==> src/rtl/serial_compare_ctrl.sv <==
// Controller that compares two NBYTES-wide unsigned operands one byte per cycle, LSB slice first,
// through an external cascadable 8-bit comparator.
module serial_compare_ctrl #(
    parameter int unsigned NBYTES = 4
) (
    input  logic                  clk,
    input  logic                  rst,
    input  logic                  start_valid,
    output logic                  start_ready,
    input  logic [8*NBYTES-1:0]   op_a,
    input  logic [8*NBYTES-1:0]   op_b,
    output logic [7:0]            cmp_a,
    output logic [7:0]            cmp_b,
    output logic                  cmp_l,
    output logic                  cmp_e,
    output logic                  cmp_g,
    input  logic                  cmp_lt,
    input  logic                  cmp_eq,
    input  logic                  cmp_gt,
    output logic                  busy,
    output logic                  done,
    output logic                  res_lt,
    output logic                  res_eq,
    output logic                  res_gt,
    output logic                  res_err
);

    localparam int unsigned IW = (NBYTES > 1) ? $clog2(NBYTES) : 1;

    localparam logic [1:0] StIdle = 2'd0;
    localparam logic [1:0] StRun  = 2'd1;
    localparam logic [1:0] StDone = 2'd2;

    logic [1:0]            state_q, state_d;
    logic [IW-1:0]         idx_q, idx_d;
    logic [8*NBYTES-1:0]   a_q, a_d;
    logic [8*NBYTES-1:0]   b_q, b_d;
    logic [2:0]            acc_q, acc_d;
    logic                  err_q, err_d;
    logic [2:0]            res_q, res_d;
    logic                  res_err_q, res_err_d;

    logic [2:0] cmp_res;
    logic       cmp_onehot;

    assign cmp_res    = {cmp_lt, cmp_eq, cmp_gt};
    assign cmp_onehot = (cmp_res == 3'b100) || (cmp_res == 3'b010) || (cmp_res == 3'b001);

    always_comb begin
        state_d   = state_q;
        idx_d     = idx_q;
        a_d       = a_q;
        b_d       = b_q;
        acc_d     = acc_q;
        err_d     = err_q;
        res_d     = res_q;
        res_err_d = res_err_q;
        case (state_q)
            StIdle: begin
                if (start_valid) begin
                    a_d     = op_a;
                    b_d     = op_b;
                    idx_d   = '0;
                    acc_d   = 3'b010;
                    err_d   = 1'b0;
                    state_d = StRun;
                end
            end
            StRun: begin
                acc_d = cmp_res;
                err_d = err_q | ~cmp_onehot;
                if (idx_q == IW'(NBYTES - 1)) begin
                    // Publish results on the same edge so they are visible throughout DONE.
                    res_d     = cmp_res;
                    res_err_d = err_q | ~cmp_onehot;
                    state_d   = StDone;
                end else begin
                    idx_d = idx_q + 1'b1;
                end
            end
            StDone:  state_d = StIdle;
            default: state_d = StIdle;
        endcase
    end

    always_ff @(posedge clk) begin
        if (rst) begin
            state_q   <= StIdle;
            idx_q     <= '0;
            a_q       <= '0;
            b_q       <= '0;
            acc_q     <= 3'b010;
            err_q     <= 1'b0;
            res_q     <= 3'b010;
            res_err_q <= 1'b0;
        end else begin
            state_q   <= state_d;
            idx_q     <= idx_d;
            a_q       <= a_d;
            b_q       <= b_d;
            acc_q     <= acc_d;
            err_q     <= err_d;
            res_q     <= res_d;
            res_err_q <= res_err_d;
        end
    end

    always_comb begin
        cmp_a = 8'h00;
        cmp_b = 8'h00;
        {cmp_l, cmp_e, cmp_g} = 3'b010;
        if (state_q == StRun) begin
            for (int i = 0; i < int'(NBYTES); i++) begin
                if (idx_q == IW'(i)) begin
                    cmp_a = a_q[i*8 +: 8];
                    cmp_b = b_q[i*8 +: 8];
                end
            end
            {cmp_l, cmp_e, cmp_g} = acc_q;
        end
    end

    assign start_ready = (state_q == StIdle);
    assign busy        = (state_q != StIdle);
    assign done        = (state_q == StDone);
    assign {res_lt, res_eq, res_gt} = res_q;
    assign res_err     = res_err_q;

endmodule

==> config.mk <==
export PLATFORM = sky130hd
export DESIGN_NAME = serial_compare_ctrl
export DESIGN_NICKNAME = d
export VERILOG_FILES = /design/src/rtl/serial_compare_ctrl.sv
export SDC_FILE = /design/constraint.sdc
export NUM_CORES = 1
export LEC_CHECK = 0
export BUFFER_PORTS_ARGS = -buffer_cell sky130_fd_sc_hd__buf_2
export CAP_MARGIN = 25
export CORE_ASPECT_RATIO = 1.4
export CORE_MARGIN = 1.5
export CORE_UTILIZATION = 52
export CTS_CLUSTER_DIAMETER = 100
export DETAILED_ROUTE_END_ITERATION = 16
export GPL_ROUTABILITY_DRIVEN = 0
export PLACE_DENSITY_LB_ADDON = 0.15
export SLEW_MARGIN = 10
export SYNTH_ARGS = -nofsm -noshare
export SYNTH_HDL_FRONTEND = slang
export SYNTH_SLANG_ARGS = --single-unit
==> constraint.sdc <==
create_clock -name clk -period 2.1 [get_ports clk]
set_input_delay 0.42 -clock clk [delete_from_list [all_inputs] [get_ports clk]]
set_output_delay 0.42 -clock clk [all_outputs]
set_load 0.01 [all_outputs]
==> impl_metrics.ini, run 1 <==
[yosys]
ys_ff_latch = 76
yosysTopAreaCell = dfxtp_1
seq_area_frac_synth = 0.448
yosysTopAreaCellShare = 0.448
synthAdderAreaFrac = 0.0147
syn_nets = 526
synth_edf_count = 0
synth_compound_area_frac = 0.218
synth_area_leaders = dfxtp_1 45%, nand2_1 16%, a21oi_1 15%
yosysMostFrequentCell = nand2_1
synthTopCellsByCount = 146 x nand2_1, 102 x a21oi_1, 76 x dfxtp_1, 20 x inv_1, 18 x nand3b_1
synth-xor-area-share = 0.00258
synth_area_um2 = 3400
synthCells = 452
avgSynthCellArea_um2 = 7.52
synth.mux.area_fraction = 0.00589
synth_cell_types = 32
async_flop_share = 0
yosys.area_share.simple = 0.233
yosys_warnings = 0
synth-main-ff-cell = dfxtp_1
synth_top_family_by_area = simple AND/OR/NAND/NOR gates

[power_and_ir_drop]
clockPowerShare = 0.421
internal_power_mw = 2.71
seqPwrFrac = 0.442
ir_worst_vdd_uv = 582
p_leak_nw = 1.81
p_switching_mw = 0.859
p_sw_frac = 0.241
powerDensity_nw_per_um2 = 822
combPwrFrac = 0.137

[critical_path]
cp_slowest_stage_delay_ps = 340
crit_type = register to output port
path_cells = buf_4, ha_4, buf_4, a221o_1, a21oi_1, buf_2
r2r_start = state_q[1]
reg2reg_depth = 4
critical-path-top-delay-family = compound AO/OA/AOI/OAI gates
worst_path_max_delay_cell = a221o_1
rrSetupSlack_ps = 460
reg2reg_to = idx_q[1]
worst_setup_path_end_kind = output port
cp.required_ps = 1680
critPathArrivalTime_ps = 1860
crit_path_frequent_cell = buf_4
timing.critical_path.fanout_max = 8
crit_buf_inv = 3
start_kind = register

[clock_network]
numCtsBuffers = 9
cts_buffer_depth = 2
clk_pin_slew_ps = 80
htree_levels = 3
clockRootBuffer = clkbuf_8
cts.sink_count = 76
insertion_delay_ps = 360
cts_tree = yes

[die]
coreArea_um2 = 6250
die_x_um = 71.3
top_level_ports = 96
die_area_um2 = 7040
initial_core_util = 0.543
num_rows = 34
dieHeight_um = 98.7

[drt]
dr.first_iter.drc_count = 225
ant_nets = 0
drc = 0
firstDrtPassIters = 4
vias_per_cell = 5.39
wl_per_cell_um = 14.6
drt_wl_total_um = 9000
vias = 3327

[sta]
timing.final.ws_setup_ps = -185
rsz0062_at_grt = true
max_freq_mhz = 438
period_share = 1.09
hold_viol_final = 0
slew_viol_final = 0
worst_pin_slew_ps = 712
clock_skew_ps = 5.05
report.final.setup_viol = 16
relSlewSlack = 0.525
timing.hold.ws_ps = 289
finalCriticalPeriod_ps = 2280
fin_setup_tns_ps = -2280

[min_path]
hp-class = primary input to register
hp-start = op_a[1]
hold-path-cell-count = 3
worst_hold_path.endpoint = a_q[1]

[placement]
io_buffers = 95
hpwl_um = 6020

[layout]
nets = 615
area_growth_syn_to_layout_pct = 27.7
n_antenna_cell = 0
drive_above_1_share = 0.270

[global_routing]
grt_usage = 0.265
grt_pass1_wl_um = 14500
grt_max_degree = 71
grt_pass1_vias = 3108
antenna_found_initial = 0
grt_remaining_overflow = 0

[run_status]
status = complete, but fails checks
failed_checks = negative setup slack

[job]
drv_cap = 0
==> worst reg2reg max path, cell delays in order, from the launching register on <==
cell and delay [ps]:
dfxtp_1 450, or3b_2 170, buf_4 550, o211ai_1 220, a21oi_1 180
==> cell type report <==
type	instances	area [µm²]
inverter	20	77.6
timing repair buffer	116	702
clock buffer	11	151
fill	555	1910
multi-input combinational	318	1670
sequential	76	1530
tap	72	90.1
clock inverter	4	120
==> cells in the final DEF, fill, tap and decap left out, drive strengths merged, types with 2 or more instances in the layout <==
cell / n
ha: 4
and2: 2
nand2: 146
nor3: 2
a21oi: 103
o211ai: 2
bufinv: 4
mux2i: 2
nor2b: 2
a221o: 16
nor2: 7
buf: 115
clkbuf: 12
dfxtp: 76
nand2b: 2
nand3b: 18
o21bai: 2
inv: 20
nand3: 2
==> registers in the layout, summed over array words and instances (netlist names) <==
name     cells
state_q      2
err_q        1
b_q         32
res_err      1
idx_q        2
a_q         32
res_q        3
acc_q        3
==> power groups by stage <==
stage / combinational (mW) / clock, mW / sequential (mW)
3_5_place_dp: 0.449 / 0 / 1.61
5_1_grt: 0.543 / 1.57 / 1.59
2_1_floorplan: 0.306 / 0 / 1.59
6_report: 0.488 / 1.50 / 1.58
3_3_place_gp: 0.443 / 0 / 1.61
4_1_cts: 0.478 / 1.52 / 1.58
==> worst max path at each step <==
stage	startpoint	to	slack, ps	cells past startpoint
finish	idx_q[1]	cmp_a[5]	-180	6
CTS	idx_q[1]	cmp_b[0]	-180	7
global route	idx_q[1]	cmp_a[2]	-220	7
global placement	idx_q[1]	cmp_b[6]	120	7
detailed placement	idx_q[1]	cmp_b[0]	60	7
floorplan	idx_q[0]	cmp_a[3]	240	7
==> through the flow <==
step | util | cells | cell area (µm²) | worst slack (ps) | power, mW
final | 0.694 | 617 | 4340 | -185 | 3.57
after global routing | 0.694 | 617 | 4340 | -223 | 3.70
after CTS | 0.687 | 616 | 4300 | -181 | 3.57
after detailed placement | 0.626 | 596 | 3920 | 59.1 | 2.06
after global placement | 0.626 | 596 | 3920 | 116 | 2.05
after floorplan | - | 452 | 3400 | 245 | 1.90
==> cell families after synthesis <==
kind of cell / Yosys count
multiplexers: 2
AO/OA/AOI/OAI: 127
AND/OR/NAND/NOR: 184
XOR/XNOR: 1
buffers and inverters: 58
flip-flops: 76
adder cells (fa/ha/maj): 4
==> routing by layer <==
| metal | GRT usage | vias up | routed length (µm) |
|---|---|---|---|
| li1 | - | 1684 | - |
| met1 | 0.308 | 1536 | 3550 |
| met2 | 0.469 | 93 | 4870 |
| met3 | 0.0491 | 14 | 404 |
| met4 | 0.115 | 0 | 177 |
| met5 | 0 | - | 0 |
==> repair_timing <==
action                     4_1_cts  5_1_grt
gates cloned                     4        1
resized for setup               23        5
pin swaps                        3        3
setup endpoints to repair       16       16
hold buffers                     0        0
buffers inserted                 1        0
Power figures use the tool's default switching activity.
==> run 2, diff against run 1 <==
--- a/config.mk
+++ b/config.mk
@@ -8,7 +8,7 @@
 export BUFFER_PORTS_ARGS = -buffer_cell sky130_fd_sc_hd__buf_2
 export CAP_MARGIN = 25
 export CORE_ASPECT_RATIO = 1.4
-export CORE_MARGIN = 1.5
+export CORE_MARGIN = 3
 export CORE_UTILIZATION = 52
 export CTS_CLUSTER_DIAMETER = 100
 export DETAILED_ROUTE_END_ITERATION = 16
==> constraint.sdc (replaced) <==
create_clock -name clk -period 2.57 [get_ports clk]
set_input_delay 0.514 -clock clk [delete_from_list [all_inputs] [get_ports clk]]
set_output_delay 0.514 -clock clk [all_outputs]
set_load 0.01 [all_outputs]
==> impl_metrics.ini, run 2 (synthesis gave the netlist of run 1 again) <==
[run_status]
status = finished clean

[critical_path]
start_kind = register
worst_path_max_delay_cell = dfxtp_1
critPathArrivalTime_ps = 1930
cp.required_ps = 2060
reg2reg_depth = 4
cp_slowest_stage_delay_ps = 410
path_cells = inv_1, ha_1, buf_4, a221o_1, a21oi_1, buf_2
timing.critical_path.fanout_max = 19
crit_type = register to output port
worst_setup_path_end_kind = output port

[sta]
worst_pin_slew_ps = 491
clock_skew_ps = 7.38
fin_setup_tns_ps = 0
period_share = 0.951
report.final.setup_viol = 0
relSlewSlack = 0.672
max_freq_mhz = 409
slew_viol_final = 0
hold_viol_final = 0
rsz0062_at_grt = false
finalCriticalPeriod_ps = 2440

[layout]
n_antenna_cell = 0
layout_commonest_cell = nand2_1
area_growth_syn_to_layout_pct = 22.4
reg_top3 = a_q: 32 flops, b_q: 32 flops
drive_above_1_share = 0.249
layout_common_cells = 146 x nand2_1, 97 x a21oi_1, 95 x buf_2
nets = 608

[placement]
io_buffers = 95
hpwl_um = 6200

[die]
die_x_um = 74.3
top_level_ports = 96
initial_core_util = 0.540
die_area_um2 = 7550
dieHeight_um = 102
coreArea_um2 = 6300
num_rows = 34

[drt]
firstDrtPassIters = 4
dr.first_iter.drc_count = 175
vias_per_cell = 5.43
drc = 0
vias = 3311
wl_per_cell_um = 14.3
ant_nets = 0
drt_wl_total_um = 8720

[job]
drv_cap = 0

[power_and_ir_drop]
ir_worst_vdd_uv = 415
finalPower_mw = 2.68
powerDensity_nw_per_um2 = 644
p_leak_nw = 1.74

[clock_network]
clockRootBuffer = clkbuf_8
insertion_delay_ps = 350
numCtsBuffers = 9
htree_levels = 3
cts_buffer_depth = 2
cts_tree = yes
cts.sink_count = 76
clk_pin_slew_ps = 80
cts.repair.resized = 0
post_cts_buffers = 0
hold_buffers = 0

[global_routing]
grt_pass1_wl_um = 14000
grt_usage = 0.244
grt_max_degree = 66
antenna_found_initial = 0
grt_remaining_overflow = 0
grt_pass1_vias = 3141

[min_path]
hp-class = primary input to register
hold-path-cell-count = 3
run 2: cell count changes in the layout (fill, tap and decap cells not counted), sizes merged:
| cell | previous run | this run |
|---|---|---|
| buf | 115 | 109 |
| clkinvlp | 0 | 1 |
| bufinv | 4 | 2 |
| clkinv | 0 | 1 |
| clkbuf | 12 | 11 |
run 2: path summary, 6_finish.rpt:
| path | from | end | slack [ps] |
|---|---|---|---|
| worst max-delay path | idx_q[0] | cmp_a[5] | 130 |
| worst min-delay path | op_a[6] | a_q[6] | 390 |
| worst max register to register | state_q[1] | idx_q[0] | 860 |
| worst min register to register | a_q[7] | a_q[7] | 460 |
run 2: power breakdown:
group	internal, mW	total, mW	switching [mW]
logic	0.165	0.379	0.214
clock network	0.593	1.02	0.426
registers	1.25	1.28	0.0389
total	2.00	2.68	0.679
run 2: area by class of cell:
class	instances	area [µm²]
inverters	20	75.1
clock inverters	4	72.6
well taps	72	90.1
repair buffers	109	613
fillers	589	2140
multi-input cells	318	1640
clock buffers	11	151
flip-flops and latches	76	1520
run 2: through the flow:
stage	instances	instance area, µm²	util	hold WS [ps]	setup WS [ps]
final	610	4160	0.661	392	127
after global routing	610	4160	0.661	389	3.05
after CTS	610	4130	0.656	381	60.3
after detailed placement	595	3910	0.621	447	449
after global placement	595	3910	0.621	443	517
after floorplan	452	3400	-	436	621
run 2: critical path, delay by kind of cell (launching register included):
kind,cells,cell delay [ps]
DFF,1,410
buffers and inverters,3,450
AOI/OAI and AO/OA,2,500
adders and majority gates,1,210
run 2: per-layer routing:
metal	part of all wire	vias up	track usage
met5	0	-	0
li1	-	1671	-
met2	0.53	91	0.431
met4	0.033	0	0.125
met3	0.041	21	0.0447
met1	0.40	1528	0.274
